<file path="src/rtl/mips_mc_controller.sv">
// ----------------------------------------------------------------------------
// mips_mc_controller
//
// Multicycle main controller for the MIPS core. A Moore state machine steps
// each instruction through fetch, decode, execute, memory and writeback. It
// stalls on mem_ready in the memory-facing states. It counts FPU latency in
// FPEXEC.
//
// Handshake: in FETCH, MEMRD and MEMWR a memory access is outstanding. It
// completes in the cycle where mem_ready is high, and the FSM advances at
// the following clock edge. While mem_ready is low the state and every
// output hold. mem_ready has no effect in any other state.
//
// op/funct come straight from the instruction register and are not latched
// here. They must stay stable from DECODE until the next FETCH.
//
// Ports
//   clk, reset          rising-edge clock, async active-high reset (-> FETCH)
//   op, funct           instruction register fields
//   mem_ready           memory completes current access this cycle
//   pcwrite, branch,    PC update controls (bne inverts the zero test)
//   bne, pcsrc
//   iord, memwrite,     memory address select / write / IR load
//   irwrite
//   regdst, memtoreg,   integer register file writeback controls
//   regwrite
//   fp_regwrite,        FP register file write / FP store data select
//   fp_memsrc
//   alusrca, alusrcb,   ALU operand selects and operation class
//   aluop
//   fpu_start, fpu_op   FPU one-cycle start pulse and operation
//   illegal             one-cycle pulse on an unsupported instruction
//   state               current state encoding (debug)
// ----------------------------------------------------------------------------
module mips_mc_controller #(
    parameter int FP_LAT     = 4,
    parameter int FP_DIV_LAT = 12
) (
    input  logic       clk,
    input  logic       reset,
    input  logic [5:0] op,
    input  logic [5:0] funct,
    input  logic       mem_ready,
    output logic       pcwrite,
    output logic       branch,
    output logic       bne,
    output logic       iord,
    output logic       memwrite,
    output logic       irwrite,
    output logic       regdst,
    output logic       memtoreg,
    output logic       regwrite,
    output logic       fp_regwrite,
    output logic       fp_memsrc,
    output logic       alusrca,
    output logic [1:0] alusrcb,
    output logic [1:0] pcsrc,
    output logic [1:0] aluop,
    output logic       fpu_start,
    output logic [1:0] fpu_op,
    output logic       illegal,
    output logic [3:0] state
);

    localparam int LAT_MAX = (FP_LAT > FP_DIV_LAT) ? FP_LAT : FP_DIV_LAT;
    localparam int CNT_W   = $clog2(LAT_MAX + 1);

    localparam logic [5:0] OP_RTYPE = 6'b000000;
    localparam logic [5:0] OP_LW    = 6'b100011;
    localparam logic [5:0] OP_LWC1  = 6'b110001;
    localparam logic [5:0] OP_SW    = 6'b101011;
    localparam logic [5:0] OP_SWC1  = 6'b111001;
    localparam logic [5:0] OP_BEQ   = 6'b000100;
    localparam logic [5:0] OP_BNE   = 6'b000101;
    localparam logic [5:0] OP_ADDI  = 6'b001000;
    localparam logic [5:0] OP_J     = 6'b000010;
    localparam logic [5:0] OP_FP    = 6'b010001;

    typedef enum logic [3:0] {
        S_FETCH   = 4'd0,
        S_DECODE  = 4'd1,
        S_MEMADR  = 4'd2,
        S_MEMRD   = 4'd3,
        S_MEMWB   = 4'd4,
        S_MEMWR   = 4'd5,
        S_EXEC    = 4'd6,
        S_ALUWB   = 4'd7,
        S_BRANCH  = 4'd8,
        S_ADDIEX  = 4'd9,
        S_ADDIWB  = 4'd10,
        S_JUMP    = 4'd11,
        S_FPEXEC  = 4'd12,
        S_FPWB    = 4'd13,
        S_ILLEGAL = 4'd14
    } state_t;

    state_t             r_state;
    state_t             w_next;
    logic [CNT_W-1:0]   r_cnt;
    logic [CNT_W-1:0]   w_lim_m1;
    logic               w_fp_done;
    logic               w_is_load;

    // Divide uses its own latency; add/sub/mul share FP_LAT.
    assign w_lim_m1  = (funct[1:0] == 2'b11) ? CNT_W'(FP_DIV_LAT - 1)
                                             : CNT_W'(FP_LAT - 1);
    assign w_fp_done = (r_cnt == w_lim_m1);
    assign w_is_load = (op == OP_LW) || (op == OP_LWC1);

    always_ff @(posedge clk or posedge reset) begin
        if (reset) begin
            r_state <= S_FETCH;
        end else begin
            r_state <= w_next;
        end
    end

    // Counter is zero outside FPEXEC, so it is always zero on FPEXEC entry.
    // That is what makes fpu_start a single pulse.
    always_ff @(posedge clk or posedge reset) begin
        if (reset) begin
            r_cnt <= '0;
        end else if (r_state == S_FPEXEC && !w_fp_done) begin
            r_cnt <= r_cnt + CNT_W'(1);
        end else begin
            r_cnt <= '0;
        end
    end

    always_comb begin
        w_next = r_state;
        case (r_state)
            S_FETCH:   w_next = mem_ready ? S_DECODE : S_FETCH;
            S_DECODE: begin
                case (op)
                    OP_RTYPE:                         w_next = S_EXEC;
                    OP_LW, OP_LWC1, OP_SW, OP_SWC1:   w_next = S_MEMADR;
                    OP_BEQ, OP_BNE:                   w_next = S_BRANCH;
                    OP_ADDI:                          w_next = S_ADDIEX;
                    OP_J:                             w_next = S_JUMP;
                    OP_FP: w_next = (funct[5:2] == 4'b0000) ? S_FPEXEC : S_ILLEGAL;
                    default:                          w_next = S_ILLEGAL;
                endcase
            end
            S_MEMADR:  w_next = w_is_load ? S_MEMRD : S_MEMWR;
            S_MEMRD:   w_next = mem_ready ? S_MEMWB : S_MEMRD;
            S_MEMWB:   w_next = S_FETCH;
            S_MEMWR:   w_next = mem_ready ? S_FETCH : S_MEMWR;
            S_EXEC:    w_next = S_ALUWB;
            S_ALUWB:   w_next = S_FETCH;
            S_BRANCH:  w_next = S_FETCH;
            S_ADDIEX:  w_next = S_ADDIWB;
            S_ADDIWB:  w_next = S_FETCH;
            S_JUMP:    w_next = S_FETCH;
            S_FPEXEC:  w_next = w_fp_done ? S_FPWB : S_FPEXEC;
            S_FPWB:    w_next = S_FETCH;
            S_ILLEGAL: w_next = S_FETCH;
            default:   w_next = S_FETCH;
        endcase
    end

    always_comb begin
        pcwrite     = 1'b0;
        branch      = 1'b0;
        bne         = 1'b0;
        iord        = 1'b0;
        memwrite    = 1'b0;
        irwrite     = 1'b0;
        regdst      = 1'b0;
        memtoreg    = 1'b0;
        regwrite    = 1'b0;
        fp_regwrite = 1'b0;
        fp_memsrc   = 1'b0;
        alusrca     = 1'b0;
        alusrcb     = 2'b00;
        pcsrc       = 2'b00;
        aluop       = 2'b00;
        fpu_start   = 1'b0;
        fpu_op      = 2'b00;
        illegal     = 1'b0;
        case (r_state)
            S_FETCH: begin
                // PC+4 is written back only when the fetch completes.
                alusrcb = 2'b01;
                irwrite = mem_ready;
                pcwrite = mem_ready;
            end
            S_DECODE:  alusrcb = 2'b11;
            S_MEMADR: begin
                alusrca = 1'b1;
                alusrcb = 2'b10;
            end
            S_MEMRD:   iord = 1'b1;
            S_MEMWB: begin
                memtoreg    = 1'b1;
                regwrite    = (op == OP_LW);
                fp_regwrite = (op == OP_LWC1);
            end
            S_MEMWR: begin
                iord      = 1'b1;
                memwrite  = 1'b1;
                fp_memsrc = (op == OP_SWC1);
            end
            S_EXEC: begin
                alusrca = 1'b1;
                aluop   = 2'b10;
            end
            S_ALUWB: begin
                regdst   = 1'b1;
                regwrite = 1'b1;
            end
            S_BRANCH: begin
                alusrca = 1'b1;
                aluop   = 2'b01;
                pcsrc   = 2'b01;
                branch  = 1'b1;
                bne     = op[0];
            end
            S_ADDIEX: begin
                alusrca = 1'b1;
                alusrcb = 2'b10;
            end
            S_ADDIWB:  regwrite = 1'b1;
            S_JUMP: begin
                pcsrc   = 2'b10;
                pcwrite = 1'b1;
            end
            S_FPEXEC: begin
                fpu_op    = funct[1:0];
                fpu_start = (r_cnt == '0);
            end
            S_FPWB:    fp_regwrite = 1'b1;
            S_ILLEGAL: illegal = 1'b1;
            default: ;
        endcase
    end

    assign state = r_state;

endmodule

</file>
<file path="config.mk">
export PLATFORM = sky130hd
export DESIGN_NAME = mips_mc_controller
export DESIGN_NICKNAME = d
export VERILOG_FILES = /design/src/rtl/mips_mc_controller.sv
export SDC_FILE = /design/constraint.sdc
export NUM_CORES = 1
export LEC_CHECK = 0
export ABC_AREA = 1
export BUFFER_PORTS_ARGS = -buffer_cell sky130_fd_sc_hd__buf_2
export CORE_UTILIZATION = 49
export CTS_BUF_LIST = sky130_fd_sc_hd__clkbuf_16
export DETAILED_ROUTE_END_ITERATION = 10
export GPL_ROUTABILITY_DRIVEN = 0
export PLACE_DENSITY = 0.88
export REMOVE_ABC_BUFFERS = 1
export SLEW_MARGIN = 20
export SYNTH_ARGS = -nofsm -noshare
export SYNTH_HDL_FRONTEND = slang
export SYNTH_SLANG_ARGS = --single-unit
</file>
<file path="constraint.sdc">
create_clock -name clk -period 3 [get_ports clk]
set_clock_uncertainty 0.2 [all_clocks]
set_input_delay 0.45 -clock clk [delete_from_list [all_inputs] [get_ports clk]]
set_output_delay 0.45 -clock clk [all_outputs]
set_load 0.02 [all_outputs]
</file>
=== Word-level counts from Yosys, hierarchy flattened ===
Cells that the tools add are included.

* Bits in registers: 8
* Input bits: 15
* Output and inout bits: 26
* Word-level logic and storage cells: 69

* $add $sub $neg: 1
* Equal/unequal tests: 25
* Multiplexer cells: 28
* Reductions and logical operators: 13

{| class="wikitable"
|+ Operator list
! cell !! count
|-
| 4-bit one-hot mux with 8 select lines || 1
|-
| 4-bit == test, second input constant || 7
|-
| 6-bit == test, second input constant || 4
|-
| 4-bit one-hot mux with 6 select lines || 1
|-
| 4-bit by 3-bit == test with 1-bit output, second input constant || 4
|-
| 1-bit 2-to-1 mux || 13
|-
| 6-bit by 3-bit == test with 1-bit output, second input constant || 2
|-
| 4-bit zero test || 3
|-
| 3-bit 2-to-1 mux || 3
|-
| 4-bit by 2-bit == test with 1-bit output, second input constant || 2
|-
| 4-bit 2-to-1 mux || 2
|-
| 2-bit one-hot mux with 2 select lines || 2
|-
| 2-bit OR reduction || 4
|-
| 4-bit OR reduction || 2
|-
| 6-bit by 2-bit == test with 1-bit output, second input constant || 1
|-
| 6-bit by 4-bit == test with 1-bit output, second input constant || 1
|-
| 6-bit by 5-bit == test with 1-bit output, second input constant || 1
|-
| 6-bit zero test || 1
|-
| 1-bit one-hot mux with 2 select lines || 3
|-
| 2-bit one-hot mux with 3 select lines || 1
|-
| 4-bit by 1-bit adder with 4-bit output, second input constant || 1
|-
| 4-bit by 1-bit == test with 1-bit output, second input constant || 1
|-
| 4-bit == test || 1
|-
| 2-bit 2-to-1 mux || 2
|-
| other kinds (4) || 4
|}

=== Longest topological paths before layout ===
* Depth after elaboration: 6
* Depth in mapped cells: 9
* Depth with buffers taken out: 9

=== Worst setup path before layout ===
No wires, ideal clock.

* Path type: register to output
* Start: reg r_state[0] (netlist: state[0])
* End: out regwrite
* Arrival: 1.588 ns
* Required time: 2.350 ns
* Path slack: 0.762 ns
* Cell stages (with the launch flop): 6
* Buffers on the path: 0
* Cell sequence: dfrtp_1 > nor2_1 > inv_2 > nor2_2 > inv_1 > o31ai_1

* Word-level cells in the longest chain between the ends: 3
* Elaborated cells between the ends (all ways): 5
* Those cells by class: eq/ne (3); mux (1); reduce/logical (1)

{| class="wikitable"
|+ Ends and longest elaborated chain
! element !! RTL line !! source
|-
| start: declaration || 97 || <nowiki>state_t r_state;</nowiki>
|-
| start signal: assignment || 114 || <nowiki>r_state <= w_next;</nowiki>
|-
| 4-bit == test or 4-bit by 3-bit == test with 1-bit output (tied branches) || 181 || <nowiki>case (r_state)</nowiki>
|-
| 2-bit OR reduction (no source line) || - ||
|-
| 1-bit one-hot mux with 2 select lines (*) || 181 ||
|-
| end: declaration || 52 || <nowiki>output logic regwrite,</nowiki>
|}

Every way passes the cells marked *; elsewhere a longest branch is shown, timed or not.

=== Worst setup path after layout ===
* Start: reg r_state[1] (netlist: state[1])
* End: out fp_memsrc

* Word-level cells in the longest chain between the ends: 2

{| class="wikitable"
|+ Ends and longest elaborated chain
! element !! RTL line !! source
|-
| 4-bit by 3-bit == test with 1-bit output || 181 ||
|-
| 1-bit 2-to-1 mux || 181 ||
|-
| end: declaration || 54 || <nowiki>output logic fp_memsrc,</nowiki>
|}

No other way between the ends.

==> impl_metrics.env <==
export IMPL_synth_simple_area_share=0.478
export IMPL_worstPathCellList="inv_1 -> nand2_1 -> nor2_2 -> inv_1 -> nor4_2 -> buf_2"
export IMPL_ioPinCount=41
export IMPL_outcome="complete, but fails checks"
export IMPL_max_slew_margin=0.799
export IMPL_swShare=0.478
export IMPL_dp_slack_ns=1.08
export IMPL_grt_overflow=0
export IMPL_drive_gt1_frac=0.326
export IMPL_routed_wl_mm=2.19
export IMPL_root_buffer="clkbuf_16"
export IMPL_cellPowerDensity_mw_per_mm2=759
export IMPL_via_per_inst=5.03
export IMPL_r2r_end="state[1]$_DFF_PP0_"
export IMPL_setup_viol_count_final=0
export IMPL_fp_dieArea_mm2=0.00188
export IMPL_finalHoldViolCount=0
export IMPL_fin_setup_tns_ns=0
export IMPL_multiInputGateArea_um2=508
export IMPL_fmax_mhz=464
export IMPL_hp_class="reg -> reg"
export IMPL_intPower_uw=447
export IMPL_yosys_area_share_xor_xnor=0.0104
export IMPL_n_fill_cell=140
export IMPL_grt_pass1_vias=888
export IMPL_clkPwrFrac=0.256
export IMPL_ir_drop_mv=0.556
export IMPL_antenna_found_initial=0
export IMPL_h_tree_depth=1
export IMPL_ff2ff_path_depth=5
export IMPL_final_util=0.725
export IMPL_fin_crit_sh=0.719
export IMPL_leakage_uw=0.000677
export IMPL_start_util=0.539
export IMPL_dpl_hpwl_mm=1.76
export IMPL_hold_path_startpoint="r_cnt[0]$_DFF_PP0_"
export IMPL_fp_dieW_um=43.4
export IMPL_wl_per_cell_um=11.1
export IMPL_crit_family="buffers and inverters"
export IMPL_syn_avg_cell_area_um2=6.04
export IMPL_synthAdderAreaFrac=0.0298
export IMPL_final_seq_area_um2=200
export IMPL_cts_tree="built"
export IMPL_firstDrtPassIters=8
export IMPL_ys_warn_count=0
export IMPL_num_antenna_cells=0
export IMPL_synth_seq_area_share=0.238
export IMPL_ys_types=23
export IMPL_synth_mux_area_frac=0
export IMPL_cp_arrival_ns=1.51
export IMPL_tightestPinTransition_ns=0.302
export IMPL_crit_buf_inv=3
export IMPL_cp_slowest_cell="dfrtp_1"
export IMPL_port_buffers=40
export IMPL_rows=14
export IMPL_cts_sinks=8
export IMPL_grt_max_degree=9
export IMPL_cap_violations=0
export IMPL_drc=4
export IMPL_seqPwrFrac=0.193
export IMPL_setup_ws_ns=0.843
export IMPL_grt_usage=0.259
export IMPL_hold_depth=1
export IMPL_clk_pin_slew_ns=0.04
export IMPL_critPathKind="reg -> out"
export IMPL_dr_first_iter_drc_count=22
export IMPL_die_height_um=43.4
export IMPL_cp_slowest_stage_delay_ns=0.41
export IMPL_r2r_start="state[1]$_DFF_PP0_"
export IMPL_synth_compound_area_share=0.0864
export IMPL_start_kind="register"
export IMPL_cts_resized=0
export IMPL_synth_top_family_by_area="simple AND/OR/NAND/NOR gates"
export IMPL_fin_nets=200
export IMPL_power_uw=858
export IMPL_worstSkewPairLatency_ns=0.23
export IMPL_netlist_instances=139
export IMPL_area_growth_pct=34.6
export IMPL_postRouteAntennaNets=0
export IMPL_comb_power_share=0.551
export IMPL_whs_endpoint="r_cnt[0]$_DFF_PP0_"
export IMPL_crit_path_frequent_cell="inv_1"
export IMPL_vias=990
export IMPL_rsz0062_at_grt="no"
export IMPL_synth_area_um2=840
export IMPL_finalMaxSlewViolations=0
export IMPL_cts_buffers=3
export IMPL_design_core_area_mm2=0.00156
export IMPL_path_max_fanout=5
export IMPL_synth_seq_cells=8
export IMPL_clock_path_buffers=2
export IMPL_reg2reg_setup_slack_ns=1.55
export IMPL_grt_pass1_wl_mm=3.68
export IMPL_worstPathRequired_ns=2.35
export IMPL_violations="design-rule violations"
export IMPL_p_sw_uw=410
export IMPL_min_period_ns=2.16
export IMPL_endpoint_kind="output port"
synthesized netlist by cell type:
cell type / instances / share of area
or2_2: 1 / 0.0075
nor2_1: 28 / 0.13
buf_4: 2 / 0.018
o21ai_1: 1 / 0.0060
inv_2: 3 / 0.013
nand4_1: 5 / 0.037
nor3_2: 1 / 0.012
a21oi_1: 5 / 0.030
o22ai_1: 1 / 0.0075
inv_1: 28 / 0.13
nor2_2: 4 / 0.030
dfrtp_1: 8 / 0.24
o31ai_1: 1 / 0.0089
nand3b_1: 1 / 0.0089
ha_1: 2 / 0.030
a21oi_2: 1 / 0.010
nand3_1: 13 / 0.077
o21ai_0: 4 / 0.024
nor4_2: 2 / 0.030
nand2_1: 23 / 0.10
nor2_4: 3 / 0.040
nand2_2: 1 / 0.0075
xor2_1: 1 / 0.010
cells in the final DEF (no fill, tap or decap), types with 4 or more instances in the layout:
master,instances
a21oi_1,5
buf_2,40
dfrtp_1,8
inv_1,28
nand2_1,23
nand3_1,13
nand4_1,5
nor2_1,28
nor2_2,4
o21ai_0,4
what timing repair did:
| action | in CTS | in global routing |
|---|---|---|
| setup buffers | 0 | 0 |
| hold buffers | 1 | 0 |
| endpoints found under the hold margin | 8 | 0 |
cell type report:
| cell class | count | share of cell area |
|---|---|---|
| Multi-Input combinational cell | 98 | 0.450 |
| Inverter | 31 | 0.103 |
| Tap cell | 16 | 0.0177 |
| Timing Repair Buffer | 41 | 0.186 |
| Sequential cell | 8 | 0.177 |
| Clock buffer | 3 | 0.0664 |
power groups by stage:
stage          Clock, uW  Combinational, uW  Sequential (uW)
3_3_place_gp           0                460              163
2_1_floorplan          0                303              186
5_1_grt              233                514              170
3_5_place_dp           0                466              167
4_1_cts              221                470              166
6_report             219                473              166
cells by family (layout without fill, tap and decap cells):
group | Yosys count | count (layout)
simple gates | 82 | 82
buf+inv | 33 | 75
compound gates | 13 | 13
flops | 8 | 8
fa+ha+maj | 2 | 2
xor+xnor | 1 | 1
worst max path at each step:
stage,to,depth (start not counted),start,slack [ns]
floorplan,bne,6,state[3]$_DFF_PP0_,0.32
finish,fp_memsrc,6,state[1]$_DFF_PP0_,0.84
global placement,regwrite,5,op[3],1.09
global route,fp_memsrc,6,state[1]$_DFF_PP0_,0.72
detailed placement,regwrite,5,op[3],1.08
CTS,fp_memsrc,6,state[1]$_DFF_PP0_,0.85
routing by layer:
layer,global-route usage,part of all wire
met1,0.320,0.45
met2,0.458,0.52
met3,0.0625,0.028
met4,0.0563,0.0037
met5,0,0
flip-flops by register name (all words and copies together) (netlist names):
| register | cells |
|---|---|
| r_cnt | 4 |
| state | 4 |
through the flow:
step	hold slack, ns	area [um^2]	std cells
after global routing	0.313	1130	197
after detailed placement	0.207	1040	193
after floorplan	0.0657	825	137
after global placement	0.201	1040	193
final	0.286	1130	197
after CTS	0.288	1130	197
Power figures use the tool's default switching activity.
